--- config.mk ---
export PLATFORM = sky130hd
export DESIGN_NAME = stream_downsize
export DESIGN_NICKNAME = d
export VERILOG_FILES = /design/src/rtl/stream_resize_pkg.sv /design/src/rtl/stream_downsize.sv
export SDC_FILE = /design/constraint.sdc
export NUM_CORES = 1
export LEC_CHECK = 0
export ABC_CLOCK_PERIOD_IN_PS = 3150
export CELL_PAD_IN_SITES_DETAIL_PLACEMENT = 1
export CELL_PAD_IN_SITES_GLOBAL_PLACEMENT = 1
export CORE_UTILIZATION = 35
export CTS_BUF_LIST = sky130_fd_sc_hd__clkbuf_4 sky130_fd_sc_hd__clkbuf_8
export CTS_CLUSTER_SIZE = 16
export DETAILED_ROUTE_END_ITERATION = 7
export DONT_BUFFER_PORTS = 1
export PLACE_DENSITY = 0.69
export SLEW_MARGIN = 20
export SYNTH_ARGS = -nofsm -noshare
export SYNTH_HDL_FRONTEND = slang
export SYNTH_SLANG_ARGS = --single-unit
--- constraint.sdc ---
create_clock -name clk -period 3.15 [get_ports clk]
set_input_delay 0.63 -clock clk [delete_from_list [all_inputs] [get_ports clk]]
set_output_delay 0.63 -clock clk [all_outputs]
set_load 0.05 [all_outputs]
--- src/rtl/stream_resize_pkg.sv ---
`default_nettype none
// +----------------------------------------------------------------------------+
// | Module  : stream_resize_pkg                                                |
// | Brief   : Shared types and helpers for the stream up/down-size converters. |
// | Revision: 1.0 - initial release                                            |
// +----------------------------------------------------------------------------+
package stream_resize_pkg;

  // Holding-register state shared by both converters.
  typedef enum logic [0:0] {
    EMPTY = 1'b0,
    SEND  = 1'b1
  } state_t;

  // Keep must be able to express the value RATIO itself, hence the extra bit.
  function automatic int keep_width(input int ratio);
    return $clog2(ratio) + 1;
  endfunction

  localparam int DEF_T_DATA_RATIO = 3;
  typedef logic [keep_width(DEF_T_DATA_RATIO)-1:0] keep_t;

  // Word counts above the ratio are treated as a full beat.
  function automatic int clamp_keep(input int keep, input int ratio);
    return (keep > ratio) ? ratio : keep;
  endfunction

endpackage
`default_nettype wire

--- src/rtl/stream_downsize.sv ---
`default_nettype none
// +----------------------------------------------------------------------------+
// | Module  : stream_downsize                                                  |
// | Brief   : Wide-to-narrow stream converter; emits the valid words of each   |
// |           wide beat lowest index first, last on the final word.            |
// | Revision: 1.0 - initial release                                            |
// +----------------------------------------------------------------------------+
module stream_downsize
  import stream_resize_pkg::*;
#(
  parameter int T_DATA_WIDTH  = 32,
  parameter int T_DATA_RATIO  = 3,
  parameter int T_WIDTH_RATIO = $clog2(T_DATA_RATIO)
) (
  input  logic                                      clk,
  input  logic                                      rst,
  input  logic [T_DATA_RATIO-1:0][T_DATA_WIDTH-1:0] s_data_i,
  input  logic [T_WIDTH_RATIO:0]                    s_keep_i,
  input  logic                                      s_last_i,
  input  logic                                      s_valid_i,
  output logic                                      s_ready_o,
  output logic [T_DATA_WIDTH-1:0]                   m_data_o,
  output logic                                      m_last_o,
  output logic                                      m_valid_o,
  input  logic                                      m_ready_i
);

  localparam int KEEP_W = T_WIDTH_RATIO + 1;
  localparam int IDX_W  = T_WIDTH_RATIO;

  state_t                                    state_q;
  logic [T_DATA_RATIO-1:0][T_DATA_WIDTH-1:0] data_q;
  logic [KEEP_W-1:0]                         cnt_q;
  logic [IDX_W-1:0]                          idx_q;
  logic                                      last_q;

  logic [KEEP_W-1:0] cnt_d;
  logic [KEEP_W-1:0] last_idx;
  logic              at_end;
  logic              m_hs;
  logic              s_hs;

  // Effective word count of the incoming beat and end-of-beat detection.
  always_comb begin
    cnt_d    = KEEP_W'(clamp_keep(int'(s_keep_i), T_DATA_RATIO));
    last_idx = cnt_q - KEEP_W'(1);
    at_end   = (KEEP_W'(idx_q) == last_idx);
    m_hs     = m_valid_o && m_ready_i;
    s_hs     = s_valid_i && s_ready_o;
  end

  // Upstream may refill the register only when it is empty or the last word leaves now.
  assign s_ready_o = (state_q == EMPTY) || (m_hs && at_end);

  // Narrow outputs come straight from the held register.
  assign m_valid_o = (state_q == SEND);
  assign m_data_o  = data_q[idx_q];
  assign m_last_o  = (state_q == SEND) && last_q && at_end;

  // Holding register, word index and two-state FSM.
  always_ff @(posedge clk) begin
    if (rst) begin
      state_q <= EMPTY;
      data_q  <= '0;
      cnt_q   <= '0;
      idx_q   <= '0;
      last_q  <= 1'b0;
    end else begin
      case (state_q)
        EMPTY: begin
          // A zero-keep beat is swallowed along with its last flag.
          if (s_hs && (cnt_d != '0)) begin
            data_q  <= s_data_i;
            cnt_q   <= cnt_d;
            last_q  <= s_last_i;
            idx_q   <= '0;
            state_q <= SEND;
          end
        end
        SEND: begin
          if (m_hs) begin
            if (!at_end) begin
              idx_q <= idx_q + IDX_W'(1);
            end else if (s_hs && (cnt_d != '0)) begin
              data_q  <= s_data_i;
              cnt_q   <= cnt_d;
              last_q  <= s_last_i;
              idx_q   <= '0;
            end else begin
              state_q <= EMPTY;
            end
          end
        end
        default: state_q <= EMPTY;
      endcase
    end
  end

endmodule
`default_nettype wire

# Word-level counts from Yosys, hierarchy flattened
# Cells that the tools add are included.
[classes]
n_addsub = 2
n_lt_le_gt_ge = 2
eq_ne = 3
mux = 23
bitwise = 1
n_reduce_logical = 9
[op_table]
columns = ["cell", "n"]
rows = [
  ["$mux 96", 3],
  ["$pmux 96 s2", 1],
  ["$bmux 32 s2", 1],
  ["$mux 32", 1],
  ["$mux 3", 4],
  ["$logic_and 1x1->1", 6],
  ["$mux 1", 6],
  ["$mux 2", 3],
  ["$pmux 3 s2", 1],
  ["$ne 2x1->1 const B", 2],
  ["$pmux 1 s2", 2],
  ["$pmux 2 s2", 1],
  ["$eq 2x3->1", 1],
  ["$gt 3x2->1 const B", 1],
  ["$lt 2x3->1 const B", 1],
  ["$reduce_bool 3->1", 1],
  ["$sub 3x1->3 const B", 1],
  ["$add 2x1->2 const B", 1],
  ["$reduce_and 2->1", 1],
  ["$logic_or 1x1->1", 1],
  ["$not 1->1", 1],
]
[totals]
regBits = 103
inputBits = 104
out_inout_bits = 35
wordCells = 47

# Logic depth before layout (Yosys ltp)
# Gate-level depths: netlist of the first run.
[logic_depth]
ltp_word = 10
depth_mapped = 9
ltp_nobuf = 7

# Least setup slack after synthesis of the first run
# No wires, ideal clock.
[synth_path]
path_type = "reg-to-output"
startpoint = "register idx_q[0]"
endpoint = "output port m_data_o[0]"
arrival_time_ns = 2.192
t_required_ns = 2.520
setup_slack_ns = 0.328
path_stages_with_launch = 5
n_path_buf = 2
path_cell_list = "dfxtp_1 -> buf_1 -> buf_2 -> mux2i_1 -> o21ai_0"
[synth_via]
elab_chain_len = 2
[synth_lines]
columns = ["item", "line", "source"]
rows = [
  ["start: declaration", "stream_downsize.sv:34", "logic [IDX_W-1:0] idx_q;"],
  ["start signal: assignment", "stream_downsize.sv:83", "idx_q <= idx_q + IDX_W'(1);"],
  ["$bmux 32 s2", "stream_downsize.sv:57", "assign m_data_o = data_q[idx_q];"],
  ["$mux 32 (not written as such)", "stream_downsize.sv:57", ""],
  ["end: declaration", "stream_downsize.sv:22", "output logic [T_DATA_WIDTH-1:0] m_data_o,"],
]
# No other way between the ends. The select of a mux whose other input is x is not followed.

# Final worst setup path of the first run
[layout_path]
startpoint = "register cnt_q[0]"
endpoint = "output port s_ready_o"
[layout_via]
elab_chain_len = 4
[layout_lines]
columns = ["item", "line", "source"]
rows = [
  ["start: declaration", "stream_downsize.sv:33", "logic [KEEP_W-1:0] cnt_q;"],
  ["start signal: assignment", "stream_downsize.sv:74", "cnt_q <= cnt_d;"],
  ["start signal: assignment", "stream_downsize.sv:86", "cnt_q <= cnt_d;"],
  ["$sub 3x1->3", "stream_downsize.sv:46", "last_idx = cnt_q - KEEP_W'(1);"],
  ["$eq 2x3->1", "stream_downsize.sv:47", "at_end = (KEEP_W'(idx_q) == last_idx);"],
  ["$logic_and 1x1->1", "stream_downsize.sv:53", "assign s_ready_o = (state_q == EMPTY) || (m_hs && at_end);"],
  ["$logic_or 1x1->1", "stream_downsize.sv:53", ""],
  ["end: declaration", "stream_downsize.sv:21", "output logic s_ready_o,"],
]
# No other way between the ends.

==> results of run 1 <==
state kept, by name, summed over array words and instances, names as in the netlist:
| register | count |
|---|---|
| cnt_q | 3 |
| data_q | 96 |
| idx_q | 2 |
| last_q | 1 |
| m_valid_o | 1 |
layout make-up:
cell class	count	area [um^2]	share of cell area, %
clock buffers	12	153	2.78
clock inverters	4	45.0	0.821
inverters	7	31.3	0.570
multi-input cells	419	2290	41.8
flip-flops and latches	103	2070	37.7
well taps	172	215	3.92
repair buffers	44	681	12.4
final timing paths:
check | endpoint | from | cells after the start
min | data_q[48] | rst | 1
max | s_ready_o | cnt_q[0] | 5
min reg2reg | data_q[63] | data_q[63] | 2
max reg2reg | data_q[87] | cnt_q[0] | 8
routing by layer:
layer / GRT usage, % / up-vias / routed length [um]
li1: - / 2092 / -
met1: 25.8 / 2052 / 6310
met2: 35.2 / 119 / 6870
met3: 5.79 / 20 / 681
met4: 6.25 / 0 / 201
met5: 0 / - / 0
through the flow:
step / cells / instance area, um^2
5_1_grt: 761 / 5480
3_3_place_gp: 745 / 5280
4_1_cts: 761 / 5480
3_5_place_dp: 745 / 5280
2_1_floorplan: 594 / 4660
6_report: 761 / 5480
critical path, delay by kind of cell (launching register included):
kind            cells  cell delay (ns)
compound gates      1             0.54
buf+inv             2             0.42
flops               1             0.40
fa+ha+maj           1             0.32
xor+xnor            1             0.18
cell families after synthesis:
group	count (synthesis)	synth area share (%)
adders and majority gates	1	0.268
DFF	103	44.2
AOI/OAI and AO/OA	236	26.0
xor gates and xnor gates	4	0.752
muxes	32	6.87
buffers and inverters	72	7.09
and+or+nand+nor	146	14.8
placed cells by master (no fill, tap or decap), drive strengths merged:
cell,instances
a2111oi,1
a21oi,100
a31o,1
a41o,1
and3,1
buf,44
bufinv,1
clkbuf,12
clkinv,3
dfxtp,103
ha,1
inv,7
mux2i,32
nand2,36
nand2b,1
nand3,97
nor2,4
nor3,3
nor3b,1
nor4,3
o21ai,128
o22ai,1
o311ai,1
o31a,1
o31ai,1
o41a,1
xnor2,3
xor2,1
power by group through the flow:
stage	combinational [mW]	sequential, mW	clock (mW)
2_1_floorplan	0.390	1.44	0
3_3_place_gp	0.543	1.45	0
3_5_place_dp	0.562	1.45	0
4_1_cts	0.562	1.42	0.873
5_1_grt	0.603	1.43	0.924
6_report	0.556	1.42	0.838
what timing repair did:
item / 4_1_cts / 5_1_grt
gates resized for setup: 0 / 1
buffers inserted: 0 / 0
setup endpoints to repair: 0 / 21
hold buffers: 0 / 0
==> impl_metrics.csv, run 1 <==
group,metric,value,unit
outcome,status,"completed",
detailed_routing,wl_per_cell,18.5,um
power_and_ir_drop,swShare,29.3,%
clocking,ctsHtreeMaxLevel,3,
detailed_routing,detail_route.wirelength,14100,um
grt,grt.total_usage,20.9,%
logic_synthesis,synth_edf_count,0,
setup_path,regToRegSetupSlack,0.51,ns
sta,setup_violations,0,
grt,antenna_found_initial,0,
logic_synthesis,synth_fp_nets,699,
setup_path,crit_path_top_delay_cell,"o41a_2",
setup_path,cpPeakStageDelay,0.54,ns
detailed_routing,vias,4283,
setup_path,cp-end-kind,"output port",
logic_synthesis,syn-instance-count,594,
detailed_routing,via_per_inst,5.63,
cells_and_area,final_nets,689,
sta,tightest_slew,0.950,ns
die,die_x,117,um
sta,maxSlewViolCount,0,
logic_synthesis,synth_most_common_cell,"o21ai_0",
die,die_area,13800,um^2
clocking,cts.sinks,103,
sta,fin_ws,0.265,ns
grt,grt_max_degree,103,
die,die_h,117,um
clocking,clock_latency,0.37,ns
detailed_routing,initialDrtViolationCount,236,
logic_synthesis,synth.distinct_cells,31,
clocking,cts_tree,"built",
power_and_ir_drop,switchingPower,0.826,mW
detailed_routing,drt-pass1-iter-count,4,
setup_path,worstPathRequired,2.52,ns
power_and_ir_drop,power_density,513,nW/um^2
setup_path,crit_path_max_fanout,51,
logic_synthesis,synthArstFlopShare,0,%
sta,skew,0.00778,ns
placed_design,place_ws,0.491,ns
logic_synthesis,synth_area_leader_cell,"dfxtp_1",
power_and_ir_drop,pwr-share-clk,29.8,%
sta,slew_headroom,36.7,%
setup_path,cp_data_arrival_time,2.25,ns
cells_and_area,postLayoutCoreUtil,42.8,%
logic_synthesis,synth_seq_area_share,44.2,%
clocking,root_buffer,"clkbuf_8",
sta,hold_viol_final,0,
die,ios,139,
sta,setup_tns,0,ns
grt,grt_first_pass_wirelength,22900,um
power_and_ir_drop,vdd_ir_drop_max,0.345,mV
setup_path,timing_worst_setup_path_type,"register to output port",
logic_synthesis,yosysWarnings,0,
grt,grt_pass1_vias,4529,
sta,fmax,0.347,GHz
die,core-area,12800,um^2
sta,period_share,91.6,%
logic_synthesis,ys.flop_type,"dfxtp_1",
clocking,path_clk_slew,0.09,ns
sta,post-route-min-period,2.88,ns
power_and_ir_drop,leakage,1.81,nW
cells_and_area,syn_to_final_growth,17.7,%
sta,holdWs,0.315,ns
die,core.rowCount,41,
placed_design,dp_hpwl,9410,um
sta,rsz0062_at_grt,"no",
die,initial_core_util,36.3,%
power_and_ir_drop,p_seq_share,50.5,%
detailed_routing,drc,0,
clocking,clockBufferDepth,2,
setup_path,path_cells,"inv_1 -> ha_1 -> xnor2_1 -> o41a_2 -> inv_6",
logic_synthesis,synth_top_area_share,44.2,%
flow_run,drv_cap,0,
cells_and_area,layout-drive-gt1-share,11.5,%
logic_synthesis,ys_ff_latch,103,
power_and_ir_drop,comb_power_share,19.7,%
logic_synthesis,ys_top_cells_by_area,"dfxtp_1 (44%), o21ai_0 (13%), a21oi_1 (11%)",
logic_synthesis,syn_area,4660,um^2
clocking,numCtsBuffers,9,
power_and_ir_drop,internal_power,1.99,mW
setup_path,start_kind,"register",
power_and_ir_drop,p_total,2.82,mW
cells_and_area,fillers,1545,
placed_design,gp_congestion,0.721,
logic_synthesis,yosys-top-cells-count,"o21ai_0 (124), dfxtp_1 (103), a21oi_1 (100)",
placed_design,portBuffers,0,
cells_and_area,diodes,0,
grt,grt_overflow,0,
min_path,hp-class,"input port to register",
detailed_routing,drtAntennaViolNets,0,
logic_synthesis,synth_area_per_cell,7.85,um^2
Note: power is estimated with default switching activity, not from simulation.
==> inputs of run 2 (changes only) <==
- ABC_CLOCK_PERIOD_IN_PS: 3150 -> 3620
- clock period: 3.15 -> 3.62 ns (I/O delays scaled with it)
==> impl_metrics.csv, run 2 (synthesis results as in run 1) <==
group,metric,value,unit
cells_and_area,diodes,0,
setup_path,cp-end-kind,"output port",
setup_path,r2r-start,"idx_q[0]",
die,die_area,13800,um^2
placed_design,dp_hpwl,8730,um
setup_path,timing_worst_setup_path_type,"register to output port",
clocking,post_cts_buffers,0,
placed_design,dpl_cell_area,4920,um^2
clocking,clock_latency,0.37,ns
grt,grt_max_degree,103,
cells_and_area,final_cell_mix,"dfxtp_1 (101), a21oi_1 (100), nand3_1 (97)",
detailed_routing,vias,4246,
placed_design,dp.cells,741,
setup_path,start_kind,"register",
detailed_routing,via_per_inst,5.62,
detailed_routing,initialDrtViolationCount,222,
min_path,hp-class,"input port to register",
die,core-area,12800,um^2
clocking,cts.sinks,103,
sta,slew_headroom,38.8,%
cells_and_area,largest_reg_flops,96,
sta,rsz0062_at_grt,"no",
setup_path,cp_data_arrival_time,2.51,ns
power_and_ir_drop,p_total,2.32,mW
detailed_routing,detail_route.wirelength,13800,um
sta,post-route-min-period,3.23,ns
sta,hold_viol_final,0,
cells_and_area,syn_to_final_growth,9.18,%
grt,grt.total_usage,20.4,%
outcome,status,"completed",
min_path,hold_start,"rst",
grt,grt_first_pass_wirelength,22400,um
setup_path,crit_start,"idx_q[1]",
detailed_routing,drc,0,
sta,period_share,89.2,%
detailed_routing,wl_per_cell,18.2,um
sta,skew,0.0105,ns
cells_and_area,final_common_cell,"dfxtp_1",
cells_and_area,layout-drive-gt1-share,10.8,%
setup_path,worstPathRequired,2.90,ns
clocking,cts_tree,"built",
cells_and_area,top_regs,"data_q (96), cnt_q (3), idx_q (2)",
cells_and_area,final_cells,756,
clocking,root_buffer,"clkbuf_8",
clocking,cts_resized,0,
cells_and_area,final_nets,685,
detailed_routing,drt-pass1-iter-count,4,
clocking,numCtsBuffers,9,
clocking,ctsHtreeMaxLevel,3,
cells_and_area,top_register,"data_q",
die,core.rowCount,41,
placed_design,portBuffers,0,
die,die_x,117,um
power_and_ir_drop,vdd_ir_drop_max,0.257,mV
clocking,path_clk_slew,0.09,ns
die,ios,139,
cells_and_area,postLayoutCellArea,5090,um^2
cells_and_area,fillers,1572,
grt,grt_pass1_vias,4339,
power_and_ir_drop,power_density,457,nW/um^2
cells_and_area,postLayoutCoreUtil,39.7,%
sta,fmax,0.310,GHz
placed_design,gp_congestion,0.740,
setup_path,crit_path_max_fanout,31,
detailed_routing,drtAntennaViolNets,0,
clocking,clockBufferDepth,2,
cells_and_area,multiInputGateArea,2290,um^2
die,die_h,117,um
die,initial_core_util,36.3,%
grt,antenna_found_initial,0,
sta,setup_violations,0,
clocking,cts_hold_buf,0,
flow_run,drv_cap,0,
grt,grt_overflow,0,
sta,maxSlewViolCount,0,
sta,setup_tns,0,ns
power_and_ir_drop,leakage,1.69,nW
cells_and_area,seqCellArea,2060,um^2
sta,tightest_slew,0.918,ns
## run 2: cell types whose count changed in the layout (fill, tap and decap cells not counted), sizes merged
cell    delta
bufinv     -1
buf        -4
clkbuf     +2
clkinv     -2
## run 2: report_power, final
group	switching [mW]	internal [mW]
Sequential	0.0463	1.20
Combinational	0.282	0.126
Clock	0.373	0.296
Total	0.701	1.62
## run 2: worst paths after layout
check / slack (ns) / cells past startpoint / end
hold / removal: 0.42 / 1 / data_q[46]
setup / recovery: 0.39 / 5 / m_data_o[22]
setup reg to reg: 0.84 / 6 / data_q[31]
hold reg to reg: 0.48 / 2 / data_q[19]
## run 2: through the flow
step	hold slack, ns	worst slack (ns)
after floorplan	0.449	0.704
after global placement	0.452	0.800
after detailed placement	0.462	0.777
after CTS	0.387	0.335
after global routing	0.386	0.155
final	0.416	0.389
## run 2: area by class of cell
cell class / instances / area share, %
Clock buffer: 14 / 3.29
Clock inverter: 1 / 0.0984
Inverter: 7 / 0.615
Multi-Input combinational cell: 419 / 45.0
Sequential cell: 103 / 40.6
Tap cell: 172 / 4.23
Timing Repair Buffer: 40 / 6.15
## run 2: critical path, stage by stage, from the launching register on
cell	delay [ns]
dfxtp_2	0.69
inv_1	0.21
nor2_4	0.72
nand2_1	0.14
o21ai_1	0.14
buf_4	0.23
## run 2: routing by layer
layer / vias up / GRT usage (%) / wire length (um)
li1: 2081 / - / -
met1: 2064 / 26.2 / 6580
met2: 96 / 34.1 / 6470
met3: 5 / 5.16 / 621
met4: 0 / 4.38 / 91
met5: - / 0 / 0
